$ cat config.mk
export PLATFORM = sky130hd
export DESIGN_NAME = alu_op_sequencer
export DESIGN_NICKNAME = d
export VERILOG_FILES = /design/src/rtl/alu_op_seq_pkg.sv /design/src/rtl/alu_op_seq_onehot_dec.sv /design/src/rtl/alu_op_sequencer.sv
export SDC_FILE = /design/constraint.sdc
export NUM_CORES = 1
export LEC_CHECK = 0
export CAP_MARGIN = 20
export CORE_ASPECT_RATIO = 0.9
export CORE_MARGIN = 2
export CORE_UTILIZATION = 45
export CTS_CLUSTER_SIZE = 28
export DETAILED_ROUTE_END_ITERATION = 7
export GPL_TIMING_DRIVEN = 1
export PLACE_DENSITY = 0.77
export SYNTH_ARGS = -nofsm -noshare
export SYNTH_HDL_FRONTEND = slang
export SYNTH_SLANG_ARGS = --single-unit
export TNS_END_PERCENT = 100
$ cat constraint.sdc
create_clock -name clk -period 1.95 [get_ports clk]
set_input_delay 0.585 -clock clk [delete_from_list [all_inputs] [get_ports clk]]
set_output_delay 0.585 -clock clk [all_outputs]
set_load 0.005 [all_outputs]
$ cat src/rtl/alu_op_seq_pkg.sv
// Shared types and constants for the ALU op sequencer.
// No logic; combinational constants only.
// Not applicable (no handshake in this file).
package alu_op_seq_pkg;

    // Sequencer control state.
    typedef enum logic {
        ST_IDLE   = 1'b0,
        ST_ACTIVE = 1'b1
    } state_t;

    // Default op-code and hold-count widths.
    localparam int DEF_ADDR_W = 3;
    localparam int DEF_LAT_W  = 4;

    // Op code that performs no ALU operation.
    localparam int NOP_CODE = 0;

endpackage

$ cat src/rtl/alu_op_seq_onehot_dec.sv
// Maps op code k to a one-hot select with only bit k-1 set; code 0 gives all zeros.
// Purely combinational, zero latency.
// No handshake; the caller registers the result.
module onehot_dec #(
    parameter  int ADDR_W = 3,
    localparam int OUT_W  = 2**ADDR_W - 1
) (
    input  logic [ADDR_W-1:0] i_code,
    output logic [OUT_W-1:0]  o_sel
);

    // Compare the code against every nonzero value; code 0 matches no bit.
    always_comb begin
        o_sel = '0;
        for (int i = 0; i < OUT_W; i++) begin
            o_sel[i] = (i_code == ADDR_W'(i + 1));
        end
    end

endmodule

$ cat src/rtl/alu_op_sequencer.sv
// Issues op codes as a registered one-hot ALU select held for a per-request cycle count.
// Select appears 1 cycle after accept and is held for max(hold_cycles,1) cycles.
// in_ready only when idle or on the last hold cycle, and never while flush is high.
module alu_op_sequencer
    import alu_op_seq_pkg::*;
#(
    parameter  int ADDR_W = DEF_ADDR_W,
    parameter  int LAT_W  = DEF_LAT_W,
    localparam int OUT_W  = 2**ADDR_W - 1
) (
    input  logic              clk,
    input  logic              rst_n,
    input  logic              in_valid,
    output logic              in_ready,
    input  logic [ADDR_W-1:0] address,
    input  logic [LAT_W-1:0]  hold_cycles,
    input  logic              flush,
    output logic [OUT_W-1:0]  general_output,
    output logic              op_active,
    output logic              done
);

    state_t             r_state;
    logic [LAT_W-1:0]   r_cnt;
    logic [OUT_W-1:0]   r_sel;
    logic               r_nop_done;

    logic [OUT_W-1:0]   w_dec;
    logic               w_last;
    logic               w_accept;
    logic               w_is_nop;
    logic [LAT_W-1:0]   w_hold;

    onehot_dec #(
        .ADDR_W (ADDR_W)
    ) u_dec (
        .i_code (address),
        .o_sel  (w_dec)
    );

    // Last cycle of the current hold: the slot where a follow-on op can issue without a gap.
    assign w_last   = (r_state == ST_ACTIVE) && (r_cnt == LAT_W'(1));
    assign in_ready = !flush && ((r_state == ST_IDLE) || w_last);
    assign w_accept = in_valid && in_ready;
    assign w_is_nop = (address == ADDR_W'(NOP_CODE));
    // A zero hold request still occupies the select for one cycle.
    assign w_hold   = (hold_cycles == '0) ? LAT_W'(1) : hold_cycles;

    // FSM, hold counter and registered select; flush overrides everything but reset.
    always_ff @(posedge clk or negedge rst_n) begin
        if (!rst_n) begin
            r_state    <= ST_IDLE;
            r_cnt      <= '0;
            r_sel      <= '0;
            r_nop_done <= 1'b0;
        end else if (flush) begin
            r_state    <= ST_IDLE;
            r_cnt      <= '0;
            r_sel      <= '0;
            r_nop_done <= 1'b0;
        end else begin
            r_nop_done <= 1'b0;
            if (w_accept) begin
                if (w_is_nop) begin
                    r_state    <= ST_IDLE;
                    r_cnt      <= '0;
                    r_sel      <= '0;
                    r_nop_done <= 1'b1;
                end else begin
                    r_state <= ST_ACTIVE;
                    r_cnt   <= w_hold;
                    r_sel   <= w_dec;
                end
            end else if (r_state == ST_ACTIVE) begin
                if (w_last) begin
                    r_state <= ST_IDLE;
                    r_cnt   <= '0;
                    r_sel   <= '0;
                end else begin
                    r_cnt <= r_cnt - LAT_W'(1);
                end
            end
        end
    end

    assign general_output = r_sel;
    assign op_active      = (r_state == ST_ACTIVE);
    // Completion comes from registered state; flush only masks it so an aborted op never reports done.
    assign done           = !flush && (w_last || r_nop_done);

endmodule

Word level (Yosys, flattened, before mapping)

Cells that the tools add are included.

Mux-type cells: 19
Add/sub/neg operators: 1
Reductions and logical operators: 12
Bitwise gates (word level): 1
Equal/unequal tests: 8

Operator list:

| cell                                                                  | number |
|---|---|
| 7-bit two-way mux                                                     | 5 |
| 4-bit two-way mux                                                     | 6 |
| 3-bit equality test, second input constant                            | 4 |
| 1-bit two-way mux                                                     | 8 |
| 3-bit by 2-bit equality test with 1-bit output, second input constant | 2 |
| 3-bit nonzero test                                                    | 2 |
| 4-bit by 1-bit equality test with 1-bit output, second input constant | 1 |
| 1-bit logical AND                                                     | 4 |
| 4-bit zero test                                                       | 1 |
| 4-bit by 1-bit subtractor with 4-bit output, second input constant    | 1 |
| 3-bit by 1-bit equality test with 1-bit output, second input constant | 1 |
| 3-bit zero test                                                       | 1 |
| 1-bit logical OR                                                      | 2 |
| 2-bit AND reduction                                                   | 1 |
| 1-bit zero test                                                       | 1 |
| 1-bit NOT                                                             | 1 |

Output and inout port bits: 10
Flip-flop bits (word level): 13
Word-level logic and storage cells: 45
Input port bits: 11

Longest topological paths before layout

Gate-level depths: netlist (run 1).

Depth in word-level cells: 7
Depth in mapped cells: 6

Cells and area by module

Synthesis (run 1) repeated with hierarchy kept, for this count alone.

Cell total of the unflattened synthesis: 71
Area, all modules: 748.2 µm²

Modules (own cells, without submodules):

| module           | sequential area each (µm²) | instances | area an instance (µm²) | cells an instance |
|---|---|---|---|---|
| alu_op_sequencer | 325.3                      | 1         | 688.2                  | 64 |
| onehot_dec       | 0.0                        | 1         | 60.1                   | 7 |

Worst setup path before layout (run 1)

No wires, ideal clock.

Kind: register to output
Start: register r_cnt[1]
End: output in_ready
Required time: 1.365 ns
Cell stages (with the launch flop): 5
Arrival time: 1.191 ns
Slack: 0.174 ns
Cell sequence: dfrtp_1 -> inv_1 -> ha_1 -> or3b_4 -> a21oi_4

Cells in the longest elaborated chain, start to end: 4

Ends and longest elaborated chain:

| item                                           | RTL line               | RTL |
|---|---|---|
| from (decl)                                    | alu_op_sequencer.sv:24 | `logic [LAT_W-1:0] r_cnt;` |
| from (signal assigned)                         | alu_op_sequencer.sv:71 | `r_cnt <= w_hold;` |
| from (signal assigned)                         | alu_op_sequencer.sv:80 | `r_cnt <= r_cnt - LAT_W'(1);` |
| 4-bit by 1-bit equality test with 1-bit output | alu_op_sequencer.sv:42 | `assign w_last = (r_state == ST_ACTIVE) && (r_cnt == LAT_W'(1));` |
| 1-bit logical AND                              | alu_op_sequencer.sv:42 |  |
| 1-bit logical OR                               | alu_op_sequencer.sv:43 | `assign in_ready = !flush && ((r_state == ST_IDLE) \|\| w_last);` |
| 1-bit logical AND                              | alu_op_sequencer.sv:43 |  |
| to (decl)                                      | alu_op_sequencer.sv:14 | `output logic in_ready,` |

Every way passes these cells.

Final worst setup path (run 1)

Same ends and word-level chain as after synthesis.

==> out/results.ini, run 1 <==
[status]
violations=setup timing
status=complete, but fails checks

[synth]
syn_nets=81
synth_compound_area_share_pct=23.4
synth_xor_area_share_pct=0
synthDistinctLibCells=30
synth_area_um2=707
yosys_warnings=0
ys_ff_latch=13
yosys-mux-area-fraction_pct=1.59
netlist_instances=68
synthAdderAreaFrac_pct=3.54
synth_top_family_by_area=compound AO/OA/AOI/OAI gates
synth_area_per_cell_um2=10.4
yosys.area_share.simple_pct=22.7
synth_seq_area_share_pct=46.0

[clock_network]
cts_max_level=1
cts_tree=built
cts_made_buffers=3
postCtsHoldBufs=0
clock-root-buffer=clkbuf_4
cts_buffer_depth=2
path_clk_slew_ns=0.08
insertion_delay_ns=0.28
clkSinkCount=13

[worst_setup_path]
cp-end-kind=primary output
critPathBufInv=2
crit_family=flip-flops
timing.rr.end=r_cnt[1]$_DFFE_PN0P_
critPathArrivalTime_ns=1.53
r2r_slack_ns=0.17
cp_max_fo=3
start_kind=flip-flop
crit_path_max_incr_delay_ns=0.39
critical_path_required_ns=1.36
reg2reg_from=r_cnt[1]$_DFFE_PN0P_
crit_chain=inv_2 > ha_4 > or3b_4 > a21oi_4 > buf_2
critPathKind=reg -> out
r2r_cells=8
cpMaxStageDelayCell=dfrtp_1

[power]
power_switching_mw=0.203
seqPwrFrac_pct=42.6
swShare_pct=29.0
power.leakage_nw=0.507
power_per_cell_area_mw_per_mm2=626
clock_power_share_pct=24.4
p_int_mw=0.496
p_comb_share_pct=33.0
vdd_ir_drop_max_uv=413
power.total_mw=0.699

[place]
post-place-ws_ns=-0.358
portBuffers=20
gp_congestion=0.798
placedCellCount=113
placed_area_mm2=0.00101
dp_hpwl_um=1330

[detailed_routing]
antenna_left=0
wl_per_cell_um=15.9
first_pass_iters=4
first_iter_violations=44
routed_wl_um=1970
via_per_inst=5.81
drc_errors=0
num_vias=720

[sta]
fin_crit_sh_pct=109
skew_ns=0.00743
drv_slew=0
setup_slack_ns=-0.166
rsz0062_at_grt=yes
min_period_ns=2.12
final-setup-viol-count=2
tightest_slew_ns=0.586
timing.hold.ws_ns=0.507
fin_tns_setup_ns=-0.219
max_slew_margin_pct=60.8
fmax_mhz=472
hold_viol=0

[finish]
fin_nets=123
layout.cells.most_common=buf_4
design_area_mm2=0.00112
utilization_pct=76.2
fillerInstances=110
layout-drive-gt1-share_pct=34.9
layout_common_cells=buf_4 (19), clkdlybuf4s50_1 (18), dfrtp_1 (12)
area_growth_pct=57.9
n_antenna_cell=0
finalNonFillerCells=124

[job]
maxCapViolations=0

[grt]
grtUsageTotal_pct=22.5
grt_pass1_wl_um=3090
overflow=0
grt_pass1_vias=672
grt_max_degree=14
antenna_found_initial=0

[worst_hold_path]
min_from=general_output[1]$_DFFE_PN0P_
min_delay_path_depth=1
hp-class=reg -> reg
hold_end=general_output[1]$_DFFE_PN0P_

[floorplan]
dieHeight_um=41.6
boundaryPins=21
fp.dieArea_mm2=0.00190
fp.dieW_um=45.8
row_count=13
core_area_mm2=0.00146
start_util_pct=48.3

==> Yosys cell counts <==
cell	number	area, um^2
nand3_1	4	20.0
nor2b_1	4	25.0
nor2_1	4	15.0
and3_1	1	6.26
a31oi_1	1	6.26
dfrtp_1	13	325
nor3_1	2	10.0
a32o_1	4	40.0
nor3b_1	1	7.51
and2_4	1	8.76
inv_1	3	11.3
a211oi_2	1	12.5
nand2b_1	2	12.5
o21ai_0	3	15.0
and2b_2	1	8.76
nand2_1	2	7.51
ha_1	2	25.0
a2bb2oi_1	1	8.76
a22o_1	2	17.5
buf_2	1	5.00
or3b_4	1	11.3
nand3b_1	2	15.0
a21oi_4	1	16.3
and2_1	2	12.5
a21oi_1	4	20.0
a31o_2	1	8.76
mux2_2	1	11.3
clkbuf_1	1	3.75
o31a_1	1	8.76
a32o_2	1	11.3
==> power groups by stage <==
stage / Clock, mW / Combinational (mW) / Sequential, mW
6_report: 0.170 / 0.230 / 0.298
5_1_grt: 0.188 / 0.249 / 0.301
4_1_cts: 0.173 / 0.209 / 0.299
3_5_place_dp: 0 / 0.190 / 0.303
3_3_place_gp: 0 / 0.186 / 0.302
2_1_floorplan: 0 / 0.0905 / 0.302
==> state kept, by name, summed over array words and instances (netlist names) <==
register,cells
general_output,7
op_active,1
r_cnt,4
r_nop_done,1
==> worst max-delay path by stage <==
stage | start | end | slack (ns) | cells past startpoint
2_1_floorplan | r_cnt[1]$_DFFE_PN0P_ | in_ready | 0.17 | 4
3_3_place_gp | flush | in_ready | -0.37 | 3
3_5_place_dp | flush | in_ready | -0.36 | 3
4_1_cts | r_cnt[1]$_DFFE_PN0P_ | in_ready | -0.21 | 5
5_1_grt | r_cnt[1]$_DFFE_PN0P_ | in_ready | -0.23 | 5
6_report | r_cnt[1]$_DFFE_PN0P_ | in_ready | -0.17 | 5
==> timing repair <==
action / 4_1_cts / 5_1_grt
setup buffers: 4 / 3
endpoints found under the setup margin: 3 / 5
pin swaps: 2 / 0
resized for setup: 15 / 3
==> logic make-up after synthesis <==
kind of cell / Yosys count
buffers and inverters: 5
muxes: 1
and+or+nand+nor: 27
adders and majority gates: 2
DFF: 13
AOI/OAI and AO/OA: 20
==> layer usage <==
metal  up-vias  GRT usage (%)  wire length, um
met5         -              0                0
met4         0           8.57               12
met3         2           4.35               95
met2        29           31.3              929
met1       349           34.5              932
li1        340              -                -
==> final cells by class <==
type                            count  area, um^2  share of cell area [%]
Multi-Input combinational cell     50         400                    35.9
Clock buffer                        4        26.3                    2.35
Timing Repair Buffer               39         333                    29.8
Sequential cell                    13         327                    29.3
Inverter                            3        11.3                    1.01
Tap cell                           15        18.8                    1.68
Note: power is estimated with default switching activity, not from simulation.
==> run 2, diff against run 1 <==
CORE_UTILIZATION = 48   (was 45)
PLACE_DENSITY = 0.81   (was 0.77)
SKIP_LAST_GASP = 1   (was unset)
clock period = 2.7 ns   (was 1.95 ns; I/O delays follow)
==> out/results.ini, run 2 (synthesis results as in run 1) <==
[detailed_routing]
antenna_left=0
via_per_inst=5.91
routed_wl_um=1760
wl_per_cell_um=16.3
num_vias=638
first_iter_violations=20
first_pass_iters=4
drc_errors=0

[sta]
drv_slew=0
timing.hold.ws_ns=0.500
rsz0062_at_grt=no
skew_ns=0.00558
hold_viol=0
fin_crit_sh_pct=95.9
fmax_mhz=386
tightest_slew_ns=0.617
max_slew_margin_pct=58.7
fin_tns_setup_ns=0
final-setup-viol-count=0
setup_slack_ns=0.111
min_period_ns=2.59

[worst_setup_path]
cp_max_fo=3
critical_path_required_ns=1.89
start_kind=flip-flop
cp-end-kind=primary output
r2r_slack_ns=0.89
critPathKind=reg -> out
critPathArrivalTime_ns=1.78

[finish]
design_area_um2=977
layout_common_cells=clkdlybuf4s50_1 (18), dfrtp_1 (13)
multi_input_area_um2=372
n_antenna_cell=0
area_growth_pct=38.2
fillerInstances=119
finalNonFillerCells=108
layout-drive-gt1-share_pct=17.2
fin_nets=107
layout.cells.most_common=clkdlybuf4s50_1
utilization_pct=69.1
largest_reg_flops=7
register_area_um2=325

[floorplan]
fp.dieW_um=44.5
dieHeight_um=40.4
core_area_mm2=0.00142
start_util_pct=50.0
row_count=13
boundaryPins=21
fp.dieArea_mm2=0.00180

[place]
portBuffers=20
placedCellCount=103
gp_congestion=0.729
placed_area_um2=932
post-place-ws_ns=-0.0816
dp_hpwl_um=1270

[clock_network]
postCtsHoldBufs=0
cts_max_level=1
clkSinkCount=13
insertion_delay_ns=0.28
cts_made_buffers=3
cts_tree=built
path_clk_slew_ns=0.09
cts_buffer_depth=2
clock-root-buffer=clkbuf_4

[grt]
grtUsageTotal_pct=22.4
grt_pass1_vias=601
grt_pass1_wl_um=2790
antenna_found_initial=0
overflow=0
grt_max_degree=14

[power]
power.leakage_nw=0.442
vdd_ir_drop_max_uv=350
power_per_cell_area_mw_per_mm2=473
power.total_mw=0.462

[status]
status=finished, final reports clean

[worst_hold_path]
hp-class=reg -> reg

[job]
maxCapViolations=0

run 2: per-layer routing:
metal | global-route usage (%) | wire [um] | share of wire [%]
met5 | 0 | 0 | 0
met4 | 11.4 | 16 | 0.91
met3 | 3.15 | 79 | 4.5
met2 | 36.8 | 873 | 50
met1 | 29.4 | 794 | 45
run 2: final timing paths:
kind	endpoint	start	depth (start not counted)
min in group asynchronous	general_output[2]$_DFFE_PN0P_	rst_n	1
max in group asynchronous	general_output[5]$_DFFE_PN0P_	rst_n	1
worst max-delay path	in_ready	r_cnt[1]$_DFFE_PN0P_	5
worst min register to register	general_output[4]$_DFFE_PN0P_	general_output[4]$_DFFE_PN0P_	1
worst max register to register	general_output[3]$_DFFE_PN0P_	r_cnt[1]$_DFFE_PN0P_	7
worst min-delay path	general_output[4]$_DFFE_PN0P_	general_output[4]$_DFFE_PN0P_	1
run 2: layout make-up:
| cell class | instances | area share (%) |
|---|---|---|
| Clock buffer | 4 | 2.69 |
| Inverter | 3 | 1.15 |
| Multi-Input combinational cell | 50 | 38.0 |
| Sequential cell | 13 | 33.3 |
| Tap cell | 15 | 1.92 |
| Timing Repair Buffer | 23 | 22.9 |
run 2: what timing repair did:
item | CTS | global route
pin swaps | 0 | 1
gates resized for setup | 3 | 2
endpoints found under the setup margin | 2 | 1
setup buffers | 1 | 0
run 2: power by group:
group | leakage (nW) | switching [mW] | internal [mW]
Combinational | 0.251 | 0.0505 | 0.0637
Clock | 0.0150 | 0.0699 | 0.0574
Sequential | 0.176 | 0.0157 | 0.205
run 2: critical path, cell delays in order, from the launching register on:
cell           delay, ns
dfrtp_1             0.41
inv_1               0.08
ha_1                0.18
or3b_4              0.41
a21oi_4             0.16
dlygate4sd2_1       0.25
==> run 3, diff against run 2 <==
CTS_BUF_LIST = sky130_fd_sc_hd__clkbuf_16   (was unset)
==> out/results.ini, run 3 (synthesis results as in run 1) <==
[status]
status=finished, final reports clean

[finish]
fin_nets=107
largest_reg_flops=7
layout.cells.most_common=clkdlybuf4s50_1
layout-drive-gt1-share_pct=17.2
layout_common_cells=clkdlybuf4s50_1 (18), dfrtp_1 (13)
area_growth_pct=45.7
utilization_pct=72.8
fillerInstances=108
n_antenna_cell=0

[grt]
grt_max_degree=14
overflow=0
antenna_found_initial=0
met2_usage_pct=37.9
top_usage_layer=met2
grt_pass1_wl_um=2920
met1_usage_pct=29.7
grtUsageTotal_pct=24.2
met3_usage_pct=8.11
grt_pass1_vias=624

[clock_network]
postCtsHoldBufs=0
cts_buffer_depth=2
cts_tree=built
cts_made_buffers=3
insertion_delay_ns=0.24
cts_max_level=1
clock-root-buffer=clkbuf_16
clkSinkCount=13
path_clk_slew_ns=0.04

[detailed_routing]
drc_errors=0
routed_wl_um=1840
first_iter_violations=21
antenna_left=0
num_vias=647
wl_per_cell_um=17.0
via_per_inst=5.99
first_pass_iters=4

[power]
power_per_cell_area_mw_per_mm2=599
p_int_mw=0.465
p_comb_share_pct=18.7
clock_power_share_pct=45.3
vdd_ir_drop_max_uv=435
power_switching_mw=0.152
swShare_pct=24.6
seqPwrFrac_pct=36.0
power.leakage_nw=0.469

[sta]
hold_viol=0
setup_slack_ns=0.161
fmax_mhz=394
final-setup-viol-count=0
drv_slew=0
min_period_ns=2.54
fin_crit_sh_pct=94.0
skew_ns=0.00155
max_slew_margin_pct=58.3
rsz0062_at_grt=no
tightest_slew_ns=0.624

[place]
portBuffers=20
gp_congestion=0.729
post-place-ws_ns=-0.0816
dp_hpwl_um=1270

[worst_setup_path]
cp_max_fo=3
crit_family=simple AND/OR/NAND/NOR gates
crit_chain=inv_1 > ha_1 > or3b_4 > a21oi_4 > dlygate4sd2_1
start_kind=flip-flop
crit_path_max_incr_delay_ns=0.42
critPathBufInv=2
critPathArrivalTime_ns=1.73
cpMaxStageDelayCell=or3b_4
critPathKind=reg -> out
cp-end-kind=primary output
critical_path_required_ns=1.89

[floorplan]
fp.dieArea_mm2=0.00180
fp.dieW_um=44.5
core_area_mm2=0.00142
row_count=13
start_util_pct=50.0
dieHeight_um=40.4
boundaryPins=21

[job]
maxCapViolations=0

[worst_hold_path]
hp-class=reg -> reg

## run 3: cell count changes in the layout (fill, tap and decap cells not counted)
cell       before  now
inv_1           3    4
clkbuf_16       0    3
clkbuf_1        1    0
clkbuf_4        3    0
## run 3: repair_timing
item | in CTS | in global routing
setup endpoints to repair | 2 | 1
buffers inserted | 1 | 0
pin swaps | 0 | 1
gates resized for setup | 3 | 2
gates cloned | 0 | 0
## run 3: layout make-up
| cell class | instances | area (um^2) | share of cell area, % |
|---|---|---|---|
| clock buffers | 3 | 75.1 | 7.29 |
| clock inverters | 1 | 3.75 | 0.365 |
| inverters | 3 | 11.3 | 1.09 |
| multi-input cells | 50 | 372 | 36.1 |
| flip-flops and latches | 13 | 325 | 31.6 |
| well taps | 15 | 18.8 | 1.82 |
| repair buffers | 23 | 224 | 21.7 |
## run 3: power groups by stage
| stage | clock (mW) | combinational, mW | sequential, mW |
|---|---|---|---|
| 3_5_place_dp | 0 | 0.109 | 0.223 |
| 4_1_cts | 0.283 | 0.113 | 0.221 |
| 2_1_floorplan | 0 | 0.0653 | 0.218 |
| 6_report | 0.279 | 0.115 | 0.222 |
| 3_3_place_gp | 0 | 0.106 | 0.223 |
| 5_1_grt | 0.293 | 0.126 | 0.224 |
## run 3: stage by stage
stage	TNS, ns	cells	hold slack [ns]	power, mW	instance area, um^2
3_3_place_gp	-0.100	103	0.477	0.328	932
2_1_floorplan	0	68	0.487	0.283	707
5_1_grt	0	108	0.500	0.643	1030
4_1_cts	-0.0838	108	0.493	0.618	1020
3_5_place_dp	-0.154	103	0.483	0.332	932
6_report	0	108	0.490	0.617	1030
## run 3: layer usage
| metal | vias up | routed length [um] |
|---|---|---|
| met1 | 329 | 822 |
| li1 | 300 | - |
| met2 | 13 | 913 |
| met3 | 5 | 72 |
| met5 | - | 0 |
| met4 | 0 | 29 |
## run 3: worst paths after layout
path | startpoint | to | slack (ns) | depth (start not counted)
hold reg to reg | general_output[4]$_DFFE_PN0P_ | general_output[4]$_DFFE_PN0P_ | 0.49 | 1
max in group asynchronous | rst_n | r_cnt[2]$_DFFE_PN0P_ | 1.34 | 1
hold / removal | general_output[4]$_DFFE_PN0P_ | general_output[4]$_DFFE_PN0P_ | 0.49 | 1
setup reg to reg | r_cnt[1]$_DFFE_PN0P_ | general_output[3]$_DFFE_PN0P_ | 0.90 | 7
min in group asynchronous | rst_n | general_output[2]$_DFFE_PN0P_ | 0.96 | 1
setup / recovery | r_cnt[1]$_DFFE_PN0P_ | in_ready | 0.16 | 5
